[src/rtl/cp0_unit.sv]
// rtl/cp0_unit.sv - CP0 register file, exception commit and Count/Compare timer (option: CP0_TIMER_INT_EN)
package cp0_pkg;
    typedef struct packed {
        logic [31:0] badvaddr;
        logic [31:0] count;
        logic [31:0] compare;
        logic [31:0] status;
        logic [31:0] cause;
        logic [31:0] epc;
    } cp0_t;
endpackage

module cp0_unit
    import cp0_pkg::*;
#(
    parameter logic [31:0] EXC_VECTOR = 32'hBFC0_0380,
    parameter logic [31:0] STATUS_RST = 32'h0040_0000
) (
    input  logic        clk,
    input  logic        resetn,
    input  logic        c_valid,
    input  logic [31:0] c_pc,
    input  logic        c_bd,
    input  logic        c_exc,
    input  logic [4:0]  c_exccode,
    input  logic        c_badva_vld,
    input  logic [31:0] c_badva,
    input  logic        c_eret,
    input  logic        c_wen,
    input  logic [4:0]  c_waddr,
    input  logic [31:0] c_wdata,
    input  logic [5:0]  ext_int,
    output cp0_t        cp0_nxt,
    output logic        flush,
    output logic [31:0] redirect_pc
);

    // Status bits software may change: IM[15:8], EXL[1], IE[0]
    localparam logic [31:0] STATUS_WMASK = 32'h0000_FF03;

    logic [31:0] badvaddr_q, count_q, compare_q, status_q, epc_q;
    logic [31:0] badvaddr_d, count_d, compare_d, status_d, epc_d;
    logic        bd_q, bd_d, ti_q, ti_d, toggle_q, toggle_d;
    logic [1:0]  ip_sw_q, ip_sw_d;
    logic [4:0]  exccode_q, exccode_d;

    logic        active, tick, int_req, take_exc, do_eret, do_wen;
    logic [7:0]  ip_cur;

    // Commit decision and next-state computation for every CP0 field
    always_comb begin
        // A commit held while reset is asserted must not leak onto the outputs
        active   = c_valid & resetn;
        tick     = toggle_q;
        ip_cur   = {ext_int[5] | ti_q, ext_int[4:0], ip_sw_q};
        int_req  = status_q[0] & ~status_q[1] & (|(ip_cur & status_q[15:8]));
        take_exc = active & (int_req | c_exc);
        do_eret  = active & ~take_exc & c_eret;
        do_wen   = active & ~take_exc & ~c_eret & c_wen;

        badvaddr_d = badvaddr_q;
        count_d    = count_q + {31'd0, tick};
        compare_d  = compare_q;
        status_d   = status_q;
        epc_d      = epc_q;
        bd_d       = bd_q;
        ip_sw_d    = ip_sw_q;
        exccode_d  = exccode_q;
        toggle_d   = ~toggle_q;
`ifdef CP0_TIMER_INT_EN
        ti_d       = ti_q | (tick & (count_q == compare_q));
`else
        ti_d       = 1'b0;
`endif

        if (take_exc) begin
            // Nested exceptions keep the original return point
            if (!status_q[1]) begin
                epc_d = c_bd ? (c_pc - 32'd4) : c_pc;
                bd_d  = c_bd;
            end
            status_d[1] = 1'b1;
            exccode_d   = int_req ? 5'd0 : c_exccode;
            if (c_badva_vld) begin
                badvaddr_d = c_badva;
            end
        end else if (do_eret) begin
            status_d[1] = 1'b0;
        end else if (do_wen) begin
            case (c_waddr)
                5'd9: begin
                    count_d  = c_wdata;
                    toggle_d = 1'b0;
                end
                5'd11: begin
                    compare_d = c_wdata;
`ifdef CP0_TIMER_INT_EN
                    ti_d      = 1'b0;
`endif
                end
                5'd12:   status_d = (status_q & ~STATUS_WMASK) | (c_wdata & STATUS_WMASK);
                5'd13:   ip_sw_d  = c_wdata[9:8];
                5'd14:   epc_d    = c_wdata;
                default: ;
            endcase
        end
    end

    // Next-state view for decode, pipeline flush and redirect target
    always_comb begin
        cp0_nxt.badvaddr = badvaddr_d;
        cp0_nxt.count    = count_d;
        cp0_nxt.compare  = compare_d;
        cp0_nxt.status   = status_d;
        cp0_nxt.cause    = {bd_d, ti_d, 14'd0, ext_int[5] | ti_d, ext_int[4:0],
                            ip_sw_d, 1'b0, exccode_d, 2'b00};
        cp0_nxt.epc      = epc_d;
        flush            = take_exc | do_eret;
        redirect_pc      = take_exc ? EXC_VECTOR : (do_eret ? epc_q : 32'd0);
    end

    // CP0 state registers
    always_ff @(posedge clk or negedge resetn) begin
        if (!resetn) begin
            badvaddr_q <= 32'd0;
            count_q    <= 32'd0;
            compare_q  <= 32'd0;
            status_q   <= STATUS_RST;
            epc_q      <= 32'd0;
            bd_q       <= 1'b0;
            ti_q       <= 1'b0;
            toggle_q   <= 1'b0;
            ip_sw_q    <= 2'b00;
            exccode_q  <= 5'd0;
        end else begin
            badvaddr_q <= badvaddr_d;
            count_q    <= count_d;
            compare_q  <= compare_d;
            status_q   <= status_d;
            epc_q      <= epc_d;
            bd_q       <= bd_d;
            ti_q       <= ti_d;
            toggle_q   <= toggle_d;
            ip_sw_q    <= ip_sw_d;
            exccode_q  <= exccode_d;
        end
    end

endmodule

[config.mk]
export PLATFORM = sky130hd
export DESIGN_NAME = cp0_unit
export DESIGN_NICKNAME = d
export VERILOG_FILES = /design/src/rtl/cp0_unit.sv
export SDC_FILE = /design/constraint.sdc
export NUM_CORES = 1
export LEC_CHECK = 0
export CAP_MARGIN = 0
export CORE_AREA = 2 2 145 147
export CTS_BUF_LIST = sky130_fd_sc_hd__clkbuf_16
export CTS_CLUSTER_SIZE = 40
export DETAILED_ROUTE_END_ITERATION = 6
export DIE_AREA = 0 0 147 149
export GPL_TIMING_DRIVEN = 0
export HOLD_SLACK_MARGIN = 0.12
export PLACE_DENSITY = 0.82
export SKIP_LAST_GASP = 1
export SYNTH_ARGS = -nofsm -noshare
export SYNTH_HDL_FRONTEND = slang
export SYNTH_SLANG_ARGS = --single-unit
[constraint.sdc]
create_clock -name clk -period 2.7 [get_ports clk]
set_clock_uncertainty 0.15 [all_clocks]
set_input_delay 0.405 -clock clk [delete_from_list [all_inputs] [get_ports clk]]
set_output_delay 0.405 -clock clk [all_outputs]
set_load 0.01 [all_outputs]
==> summary.md <==
Max-cap violations in this run came to 0. The clock sink count came out at 147. In this run the worst hold path is classified as in2async. The largest total area in the synthesized netlist belongs to dfrtp_1. The relative contribution of sequential cells to total power came out at 35.4%. The worst setup path is captured at a primary output. In the synthesized netlist the async set-or-reset flop fraction comes to 100%.

Measured along the x axis, the die boundary spans 147 um. The xor and xnor fraction of the mapped netlist area came out at 6.48%. The layout has 1273 filler cells. The final reports fail on negative hold slack, negative setup slack. Setup repair after global routing could not meet its margin everywhere. The residual DRC count was 0.

After synthesis, the largest family of logic cells by area is simple AND/OR/NAND/NOR gates. The highest net fanout along the worst path works out to 10. Final-layout worst hold slack: -0.250 ns.

Entering global routing, the biggest net connects 87 pins. The gate count after technology mapping is 710, and the max-slew headroom at the worst pin is 58.7%. Routability-driven placement finished with a final weighted congestion of 0.902. The average instance area after synthesis came out at 10.7 um^2. The share of total power consumed by net switching is 32.4%, and the initial core utilization is 36.8%. For this block, the routed nets add up to 34.0 mm of wire.

The first detailed-routing pass ran for 5 iterations. After detailed routing, the number of vias per cell comes to 5.20. Leaving out fill and tap cells, the most frequent cells in the layout are buf_6 (197), dfrtp_1 (147), clkdlybuf4s50_1 (114), buf_4 (111), mux2_4 (53). Buffer depth of the longest clock path: 2. The critical path is of the reg2out type. The leftover overflow at the end of global routing is 0, and the time the final worst path needs with I/O delays and setup is 3.51 ns. Once detail routing completed, the nets flagged for antenna violations numbered 0. The run gives 7899 as the via count of the first global-routing pass. The combinational cell fraction of total power is 35.6%, and the final cell count without fillers is 1521. The Yosys step of the flow raised 0 warnings. Summing the areas of all and, or, nand and nor instances in the mapped netlist gives 16.2% of the synthesized area. For the worst-skew pair, the clock arrives at the later sink with an insertion delay of 0.43 ns.

The initial antenna violation count is 0, and the final setup violation count is 187. Of the synthesized area, sequential elements account for 48.6%. The number of flip-flops and latches in the synthesized netlist works out to 147.

The count of buffers added on input and output ports is 304. For flop-to-flop paths, the worst setup slack is -0.08 ns. The tools report the mapped cell area as 0.00757 mm^2. The critical path launch point type is a flop. The tools report the cell chosen for the clock root as clkbuf_16. The area share of the largest cell type after synthesis works out to 48.6%. The library cell used most frequently in the layout, excluding fill and tap cells, is buf_6.

The initialized floorplan defines 53 standard-cell rows. For the leakage power figure, the log shows 7.00 nW. The count of endpoints failing hold in the final timing report was 83; the number of unique standard cell types used by synthesis was 56. The top-level port count is 345.

The logs give 0.00550 W for the cell internal power dissipation and 2.14 ns for the required time reported for the critical path endpoint. The worst-case IR drop observed on VDD is 0.000450 V. TritonCTS created 17 clock buffers.

The number of antenna diodes in the final layout is 0. Summed over all nets, the switching power comes to 0.00264 W. Across every metal layer, demand over resource in global routing totals 27.6%. The final critical path takes up 130% of the cycle. The count of vias placed by the detailed router came out at 7914. The fraction of the mapped netlist area in adder cells is 0.496%. For this run, the leading register cell type out of synthesis is dfrtp_1. In the final layout, the share of cells above drive strength 1 is 53.0%.

The first global-routing pass estimated 46.0 mm of wire. The post-detailed-route wirelength per cell is 22.4 um. The run gives 0.0219 mm^2 as the die footprint. The slack of the critical path is -0.805 ns, and the slew at the pin with the worst max-slew slack is 0.618 ns. The clock-pin transition on the worst setup and hold timing paths was 0.07 ns. Detailed placement ended at an HPWL of 20.2 mm. The net count of the finished layout is 1356. In this run the critical register-to-register path is launched from ip_sw_q[0]. The die is 149 um tall. In this run, the clock network consumes 29.0% of the power.

The area growth from synthesis to layout is 98.9%. The logs give -114.31 ns for the final sum of negative setup slack and 4 for the count of H-tree levels built during CTS. For the worst setup path, the data arrival time is 2.95 ns.

The ratio of total power to cell area works out to 540 mW/mm^2. The final number of max-transition violations was 0; the multiplexer area fraction after synthesis was 13.0%. Measured on the finished design, the core utilization comes to 73.3%.

TritonCTS built the clock tree. Derived from the worst setup path, the maximum achievable clock frequency is 285 MHz. The floorplan step defined a core boundary enclosing 0.0206 mm^2. The first routing iteration left 512 violations. Critical path startpoint: ip_sw_q[0]. After detailed placement, the design holds a cell count of 1328. The number of enable flip-flop cells after synthesis was 0.

In the post-synthesis netlist, the biggest area contributors are dfrtp_1 (49%), mux2_2 (11%), buf_4 (4.8%), nand2_1 (3.8%), xnor2_1 (3.4%). The run finished, with violations left. The synthesized netlist devotes 7.93% of its cell area to compound gates.
## Yosys cell counts, types with 9 or more instances
| master | number |
|---|---|
| nor3_1 | 24 |
| buf_2 | 9 |
| mux2_2 | 71 |
| xor2_1 | 27 |
| nand2_1 | 77 |
| o221a_1 | 9 |
| dfrtp_1 | 147 |
| nor4_1 | 9 |
| and2_1 | 20 |
| nor2_1 | 49 |
| xnor2_1 | 29 |
| clkbuf_1 | 19 |
| buf_4 | 48 |
| nand3_1 | 27 |
| inv_1 | 12 |
| mux2_1 | 11 |
| a21oi_1 | 32 |
## kinds of logic (layout without fill, tap and decap cells)
| logic type | Yosys count | in the layout |
|---|---|---|
| muxes | 88 | 88 |
| buffers and inverters | 90 | 586 |
| adders and majority gates | 3 | 3 |
| and+or+nand+nor | 243 | 244 |
| xor gates and xnor gates | 56 | 56 |
| other | 2 | 40 |
| DFF | 147 | 147 |
| AOI/OAI and AO/OA | 81 | 82 |
## through the flow
| stage | area [um^2] | setup WS (ns) | power [W] |
|---|---|---|---|
| after floorplan | 7710 | -0.0608 | 0.00371 |
| after global placement | 11100 | -7.59 | 0.00504 |
| after detailed placement | 11100 | -1.59 | 0.00508 |
| after CTS | 13800 | -0.735 | 0.00770 |
| after global routing | 15100 | -0.918 | 0.00845 |
| final | 15100 | -0.805 | 0.00814 |
## path summary, 6_finish.rpt
| kind | endpoint | depth (start not counted) |
|---|---|---|
| hold reg to reg | tick | 1 |
| setup / recovery | cp0_nxt[118] | 9 |
| setup reg to reg | epc_q[2] | 13 |
| min in group clk | tick | 1 |
| hold / removal | compare_q[18] | 1 |
| max in group asynchronous | epc_q[1] | 2 |
## registers in the layout, summed over array words and instances (netlist names)
register	cells
compare_q	32
exccode_q	5
badvaddr_q	32
epc_q	32
count_q	32
ip_sw_q	2
bd_q	1
tick	1
status_q	10
## power by group through the flow
stage	Sequential, W	Combinational [W]	Clock (W)
finish	0.00288	0.00290	0.00236
floorplan	0.00279	0.000916	0
detailed placement	0.00285	0.00223	0
global route	0.00292	0.00303	0.00249
CTS	0.00283	0.00248	0.00239
global placement	0.00284	0.00220	0
## critical path: stages (launching register included)
cell	delay, ns
dfrtp_1	0.40
a22o_1	0.26
a221oi_4	0.29
a211oi_4	0.16
nor3_2	0.17
and4b_1	0.25
buf_6	0.16
buf_8	0.15
mux2_2	0.37
dlygate4sd2_1	0.30
## layout make-up
class / instances / area [um^2] / share of cell area, %
Buffer: 69 / 752 / 4.99
Clock buffer: 17 / 425 / 2.82
Clock inverter: 15 / 146 / 0.972
Inverter: 12 / 45.0 / 0.299
Multi-Input combinational cell: 513 / 4750 / 31.6
Sequential cell: 147 / 3680 / 24.4
Tap cell: 275 / 344 / 2.28
Timing Repair Buffer: 473 / 4920 / 32.6
## per-layer routing
metal  wire length (um)  global-route usage (%)  up-vias
li1                   -                       -     3461
met1              12700                    31.4     3926
met2              17600                    49.1      424
met3               2260                    7.49      103
met4               1450                    11.7        0
met5                  0                       0        -
## what timing repair did
item | in CTS | in global routing
setup buffers | 104 | 76
endpoints found under the setup margin | 266 | 186
cloned | 11 | 2
gates resized for setup | 1014 | 304
pin swaps | 37 | 45
endpoints found under the hold margin | 83 | 83
Power figures use the tool's default switching activity.
